**src/rtl/fetch_ctrl.sv**
```systemverilog
// Instruction-fetch sequencer: drives the PC register's control pins one at a
// time, reads instruction memory with a fixed latency, and hands the captured
// instruction to the decoder over a valid/ready handshake.
module fetch_ctrl #(
  parameter int unsigned ADDR_W  = 16,
  parameter int unsigned INSTR_W = 16,
  parameter int unsigned MEM_LAT = 1
) (
  input  logic               clk_i,
  input  logic               reset_i,
  input  logic               start_i,
  input  logic               start_zero_i,
  input  logic [ADDR_W-1:0]  pc_value_i,
  output logic               pc_inc_o,
  output logic               pc_reset_o,
  output logic               pc_write_en_o,
  output logic [ADDR_W-1:0]  pc_datain_o,
  output logic [ADDR_W-1:0]  imem_addr_o,
  output logic               imem_rd_o,
  input  logic [INSTR_W-1:0] imem_rdata_i,
  output logic [INSTR_W-1:0] ir_o,
  output logic               ir_valid_o,
  input  logic               ir_ready_i,
  input  logic               jump_req_i,
  input  logic [ADDR_W-1:0]  jump_addr_i,
  input  logic               halt_i,
  output logic               busy_o
);

  localparam logic [2:0] StIdle = 3'd0;
  localparam logic [2:0] StClr  = 3'd1;
  localparam logic [2:0] StAddr = 3'd2;
  localparam logic [2:0] StWait = 3'd3;
  localparam logic [2:0] StCapt = 3'd4;
  localparam logic [2:0] StHold = 3'd5;
  localparam logic [2:0] StJump = 3'd6;

  // WAIT spans MEM_LAT-1 cycles, so the counter starts at MEM_LAT-2 and exits at 0.
  localparam logic [2:0] WaitInit = (MEM_LAT >= 2) ? 3'(MEM_LAT - 2) : 3'd0;

  logic [2:0]         state_q, state_d;
  logic [2:0]         cnt_q, cnt_d;
  logic [ADDR_W-1:0]  addr_q, addr_d;
  logic [INSTR_W-1:0] ir_q, ir_d;
  logic [ADDR_W-1:0]  datain_q, datain_d;

  // Next-state and datapath update for the fetch sequence.
  always_comb begin
    state_d  = state_q;
    cnt_d    = cnt_q;
    addr_d   = addr_q;
    ir_d     = ir_q;
    datain_d = datain_q;
    case (state_q)
      StIdle: begin
        if (start_i) state_d = start_zero_i ? StClr : StAddr;
      end
      StClr: state_d = StAddr;
      StAddr: begin
        addr_d = pc_value_i;
        if (MEM_LAT <= 1) begin
          state_d = StCapt;
        end else begin
          cnt_d   = WaitInit;
          state_d = StWait;
        end
      end
      StWait: begin
        if (cnt_q == 3'd0) state_d = StCapt;
        else               cnt_d   = cnt_q - 3'd1;
      end
      StCapt: begin
        ir_d    = imem_rdata_i;
        state_d = StHold;
      end
      StHold: begin
        if (ir_ready_i) begin
          if (halt_i) begin
            state_d = StIdle;
          end else if (jump_req_i) begin
            datain_d = jump_addr_i;
            state_d  = StJump;
          end else begin
            state_d = StAddr;
          end
        end
      end
      StJump:  state_d = StAddr;
      default: state_d = StIdle;
    endcase
  end

  // State and data registers with synchronous reset.
  always_ff @(posedge clk_i) begin
    if (reset_i) begin
      state_q  <= StIdle;
      cnt_q    <= 3'd0;
      addr_q   <= '0;
      ir_q     <= '0;
      datain_q <= '0;
    end else begin
      state_q  <= state_d;
      cnt_q    <= cnt_d;
      addr_q   <= addr_d;
      ir_q     <= ir_d;
      datain_q <= datain_d;
    end
  end

  // Outputs decoded from state; inc/write are masked by reset so they never
  // overlap the reset pulse and no PC update leaks out of an aborted fetch.
  always_comb begin
    pc_inc_o      = (state_q == StCapt) & ~reset_i;
    pc_write_en_o = (state_q == StJump) & ~reset_i;
    pc_reset_o    = reset_i | (state_q == StClr);
    pc_datain_o   = datain_q;
    imem_rd_o     = (state_q == StAddr);
    imem_addr_o   = (state_q == StAddr) ? pc_value_i : addr_q;
    ir_o          = ir_q;
    ir_valid_o    = (state_q == StHold);
    busy_o        = (state_q != StIdle);
  end

endmodule

```
**config.mk**
```make
export PLATFORM = sky130hd
export DESIGN_NAME = fetch_ctrl
export DESIGN_NICKNAME = d
export VERILOG_FILES = /design/src/rtl/fetch_ctrl.sv
export SDC_FILE = /design/constraint.sdc
export NUM_CORES = 1
export LEC_CHECK = 0
export ABC_AREA = 1
export ABC_CLOCK_PERIOD_IN_PS = 3420
export CORE_MARGIN = 2
export CORE_UTILIZATION = 30
export CTS_BUF_LIST = sky130_fd_sc_hd__clkbuf_16
export DETAILED_ROUTE_END_ITERATION = 6
export PLACE_DENSITY = 0.61
export SLEW_MARGIN = 20
export SYNTH_ARGS = -nofsm -noshare
export SYNTH_HDL_FRONTEND = slang
export SYNTH_SLANG_ARGS = --single-unit
```
**constraint.sdc**
```tcl
create_clock -name clk_i -period 3.42 [get_ports clk_i]
set_input_delay 0.513 -clock clk_i [delete_from_list [all_inputs] [get_ports clk_i]]
set_output_delay 0.513 -clock clk_i [all_outputs]
set_load 0.05 [all_outputs]
```
After elaboration in Yosys (flattened, before gate mapping)
Cells that the tools add are included.
{"block": "totals", "out_inout_bits": 54, "inputBits": 55, "reg_bits": 54, "elab_cells": 36}
{"block": "op_classes", "reduce_logical": 7, "n_mux": 8, "eq_ne": 9, "bitwise_logic": 6, "n_addsub": 1}
{"op": "3-bit one-hot mux with 6 select lines", "count": 1}
{"op": "16-bit 2-to-1 mux", "count": 1}
{"op": "3-bit 2-to-1 mux", "count": 5}
{"op": "3-bit equality test, second input constant", "count": 3}
{"op": "3-bit by 2-bit equality test with 1-bit output, second input constant", "count": 2}
{"op": "3-bit logical NOT", "count": 2}
{"op": "2-bit inequality test, second input constant", "count": 2}
{"op": "4-bit AND reduction", "count": 1}
{"op": "3-bit by 1-bit equality test with 1-bit output, second input constant", "count": 1}
{"op": "1-bit NOT", "count": 3}
{"op": "3-bit AND reduction", "count": 1}
{"op": "3-bit nonzero test", "count": 1}
{"op": "3-bit by 1-bit subtractor with 3-bit output, second input constant", "count": 1}
{"op": "1-bit AND", "count": 2}
{"op": "2-bit 2-to-1 mux", "count": 1}
{"op": "2-bit by 1-bit inequality test with 1-bit output, second input constant", "count": 1}
{"op": "2-bit AND reduction", "count": 1}
{"op": "2-bit OR reduction", "count": 1}
{"op": "1-bit bitwise OR", "count": 1}

Depth between registers and ports, before layout
{"block": "logic_depth", "depth_word": 4, "mapped_depth": 10, "depth_no_buf": 10}

Worst setup path before layout
No wires, ideal clock.
{"block": "synth_path", "path_kind": "register to output", "start": "register state_q[2]", "end": "output port imem_addr_o[0]", "path_buffers": 2, "path_slack_ps": 934, "arrival_ps": 1973, "stages_incl_launch_ff": 5, "cell_sequence": "dfxtp_1 -> clkbuf_4 -> nor2_8 -> buf_1 -> a21oi_1"}
{"block": "synth_between", "elab_chain_len": 2}
{"element": "start, declared", "line_no": "41", "source": "logic [2:0] state_q, state_d;"}
{"element": "start signal, assigned", "line_no": "96", "source": "state_q <= StIdle;"}
{"element": "start signal, assigned", "line_no": "102", "source": "state_q <= state_d;"}
{"element": "3-bit by 2-bit equality test with 1-bit output"}
{"element": "named net imem_rd_o", "line_no": "19", "source": "output logic imem_rd_o,"}
{"element": "16-bit 2-to-1 mux"}
{"element": "end, declared", "line_no": "18", "source": "output logic [ADDR_W-1:0] imem_addr_o,"}
The timed path passes the listed nets, and every way through them passes these cells.

Final worst setup path
{"block": "layout_path", "start": "register state_q[2]", "end": "output port imem_addr_o[11]"}
{"block": "layout_between", "elab_chain_len": 2}
{"element": "3-bit by 2-bit equality test with 1-bit output", "line_no": "118", "source": "imem_addr_o = (state_q == StAddr) ? pc_value_i : addr_q;"}
{"element": "16-bit 2-to-1 mux"}
Every way passes these cells.

==> summary.md <==
| Metric | Value |
|---|---|
| Final hold viol count | 0 |
| Met1 wire length | 2721 um |
| Final core utilization | 47.81% |
| Pins Over Slew Limit | 0 |
| Syn. warnings | 0 |
| Crit path largest cell delay | approximately 0.83 ns |
| Final HPWL DP | about 4400 um |
| Later-pin clock latency in the skew report | 0.29 ns |
| Maximum VDD drop | 0.2348 mV |
| Highest metal used | met4 |
| GR Util All Layers | about 14% |
| Via-to-Cell Ratio | about 4.4 |
| Fmax | ~310 MHz |
| Synth Area per Inst | approximately 7.4 um^2 |
| Setup Skew | ~0.0064 ns |
| Vias in the first global route | around 2200 |
| Hold path startpoint | ir_o[9]$_SDFFE_PP0N_ |
| Top-level I/O count | 109 |
| Area grow syn2layout | 54.26% |
| Final Setup Violations | 0 |
| Worst Tran Pin Value | between 0.6 and 0.7 ns |
| GP Congestion | roughly 0.7 |
| Worst-path clk slew | ~0.07 ns |
| CTS tree | done |
| Wire length on met2 | around 3000 um |
| Status | finished, final reports clean |
| Arrival time worst endpoint | 2.69 ns |
| Required time of the worst setup path | 2.91 ns |
| Critical Path, Cell by Cell | nor2_8 > inv_2 > nand2_1 > inv_2 > a21oi_1 > clkdlybuf4s50_1 |
| WHS Path Cells | 2 |
| Antenna diodes | 0 |
| Setup TNS | 0 ns |
| # resized after CTS | 0 |
| Internal Power | 1388 uW |
| Longest Clk Path Bufs | 2 |
| RSZ-0062 raised after global routing | false |
| DRC | 0 |
| CTS Hold Buffers Added | 0 |
| Vias | about 2300 |
| Placement Rows | 32 |
| Total gr overflow | 0 |
| Filler cells | 811 |
| DRT Pass-1 Iters | 5 |
| Period Utilization, post-route | 93.63% |
| Syn Inst Count | about 320 |
| Max-slew headroom | between 50 and 60% |
| PwrDens | roughly 630 mW/mm^2 |
| Critical R2R Launch | state_q[2]$_SDFFE_PP0P_ |
| Die width | roughly 94 um |
| Max-Cap Viols | 0 |
| CP dominant cell by count | inv_2 |
| Met3 WL | roughly 390 um |
| Layout cell share with drive strength beyond 1 | between 10 and 15% |
| Tmin final | 3.202 ns |
| Hold/Removal Path Class | flip-flop to flip-flop |
| Slowest CP cell | clkdlybuf4s50_1 |
| Commonest non-fill, non-tap cells in the layout | clkdlybuf4s50_1, nor2_1, dfxtp_1 |
| Reg2reg path depth | 4 |
| Mapped Area | roughly 0.0024 mm^2 |
| Net Count, Synth | 381 |
| Setup slack, reg-to-reg | 1.61 ns |
| Distinct cells, synth | 25 |
| Worst R2R End | pc_datain_o[8]$_SDFFE_PP0P_ |
| Clock tree root driver cell | clkbuf_16 |
| Die height | between 90 and 100 um |
| Sink Count | 54 |
| Clock power frac | 23.9% |
| Psw | around 940 uW |
| Initial Util | ~31% |
| Lkg Pwr | between 0.0015 and 0.002 uW |
| Final worst setup slack | between 0.2 and 0.25 ns |
| Worst setup SP type | flip-flop |
| Switching share of total power | ~40% |
| Largest net degree at the start of global routing | 37 |
| Crit path max fanout | 34 |
| Drt initial violations | 82 |
| Sequential-to-total area share from yosys stat | between 40 and 50% |
| Commonest non-fill, non-tap cell in the layout | clkdlybuf4s50_1 |
| CTS H-tree lvls | 2 |
| Hold endpoint | ir_o[9]$_SDFFE_PP0N_ |
| WL final | slightly above 6000 um |
| Antenna violations before repair | 0 |
| # Post-CTS Setup Buffers | 0 |
| Core box area | slightly below 0.008 mm^2 |
| Port Buffers | about 110 |
| First-pass GRT wire length | 10120 um |
| Seq pwr share | 31.8% |
| Critical path class | flip-flop to output port |
| Post-DRT Antenna Nets | 0 |
| Nets | 483 |
| Critical Path End Type | output port |
| Die area | approximately 0.0088 mm^2 |
| DP Worst Slack | approximately 0.52 ns |
| Synth Register Bits | between 50 and 60 |
| Logic pwr share | around 44% |
| CTS Buf Count | 5 |
| Drt wl/cell | 11.76 um |
worst max-delay path: cells and delay by family, from the launching register on:
kind,cells,cell delay [ns]
AOI/OAI and AO/OA,1,0.12
DFF,1,0.49
and+or+nand+nor,2,0.64
buffers and inverters,3,1.13
cell usage after synthesis, drive strengths merged:
cell	instances	area, um^2
ha	2	25.02
o21ai	37	185.2
a21oi	22	110.1
clkinv	2	7.510
nand2	32	130.1
dfxtp	54	1081
nor3	17	85.08
nor2	59	250.2
clkbuf	8	33.79
inv	63	236.5
a211oi	16	170.2
buf	7	51.29
nand4	1	21.27
nand3	4	20.02
through the flow:
| step | hold slack (ns) | area (um^2) | std cells | power, uW |
|---|---|---|---|---|
| global placement | 0.4634 | 3551 | 521 | 1783 |
| detailed placement | 0.4719 | 3551 | 521 | 1793 |
| floorplan | 0.4499 | 2407 | 324 | 1467 |
| CTS | 0.4879 | 3714 | 529 | 2360 |
| finish | 0.4789 | 3714 | 529 | 2327 |
| global route | 0.5137 | 3714 | 529 | 2456 |
layout make-up:
class / instances / area (um^2) / area share [%]
tap: 102 / 127.6 / 3.437
inverter: 65 / 244.0 / 6.570
clock buffer: 5 / 125.1 / 3.369
multi-input combinational: 190 / 997.2 / 26.85
sequential: 54 / 1081 / 29.11
timing repair buffer: 110 / 1101 / 29.65
clock inverter: 3 / 37.54 / 1.011
registers in the layout, indices dropped and copies added (netlist names):
name,cells
ir_o,16
pc_datain_o,16
cnt_q,3
addr_q,16
state_q,3
metal layers:
| metal | up-vias | track usage (%) |
|---|---|---|
| met3 | 5 | 3.868 |
| met2 | 59 | 24.94 |
| li1 | 1222 | - |
| met4 | 0 | 4.710 |
| met1 | 1036 | 17.31 |
| met5 | - | 0 |
logic make-up (layout without fill, tap and decap cells):
group                      Yosys count  count (layout)  synth area share [%]
buffers and inverters               80             183                 13.67
AOI/OAI and AO/OA                   75              75                 19.33
and+or+nand+nor                    113             113                 21.05
DFF                                 54              54                 44.91
adders and majority gates            2               2                 1.039
how the worst max path moves through the flow:
stage,startpoint,endpoint,depth (start not counted)
after global routing,state_q[2]$_SDFFE_PP0P_,imem_addr_o[15],6
after detailed placement,state_q[2]$_SDFFE_PP0P_,imem_addr_o[12],6
after global placement,state_q[2]$_SDFFE_PP0P_,imem_addr_o[12],6
after floorplan,state_q[2]$_SDFFE_PP0P_,imem_addr_o[0],4
final,state_q[2]$_SDFFE_PP0P_,imem_addr_o[11],6
after CTS,state_q[2]$_SDFFE_PP0P_,imem_addr_o[12],6
power by group through the flow:
stage / combinational [uW] / sequential (uW) / clock (uW)
after floorplan: 633 / 834 / 0
after global placement: 1030 / 753 / 0
after detailed placement: 1040 / 755 / 0
after CTS: 1040 / 741 / 579
after global routing: 1110 / 749 / 601
final: 1030 / 740 / 557
(Power assumes the default switching activity.)
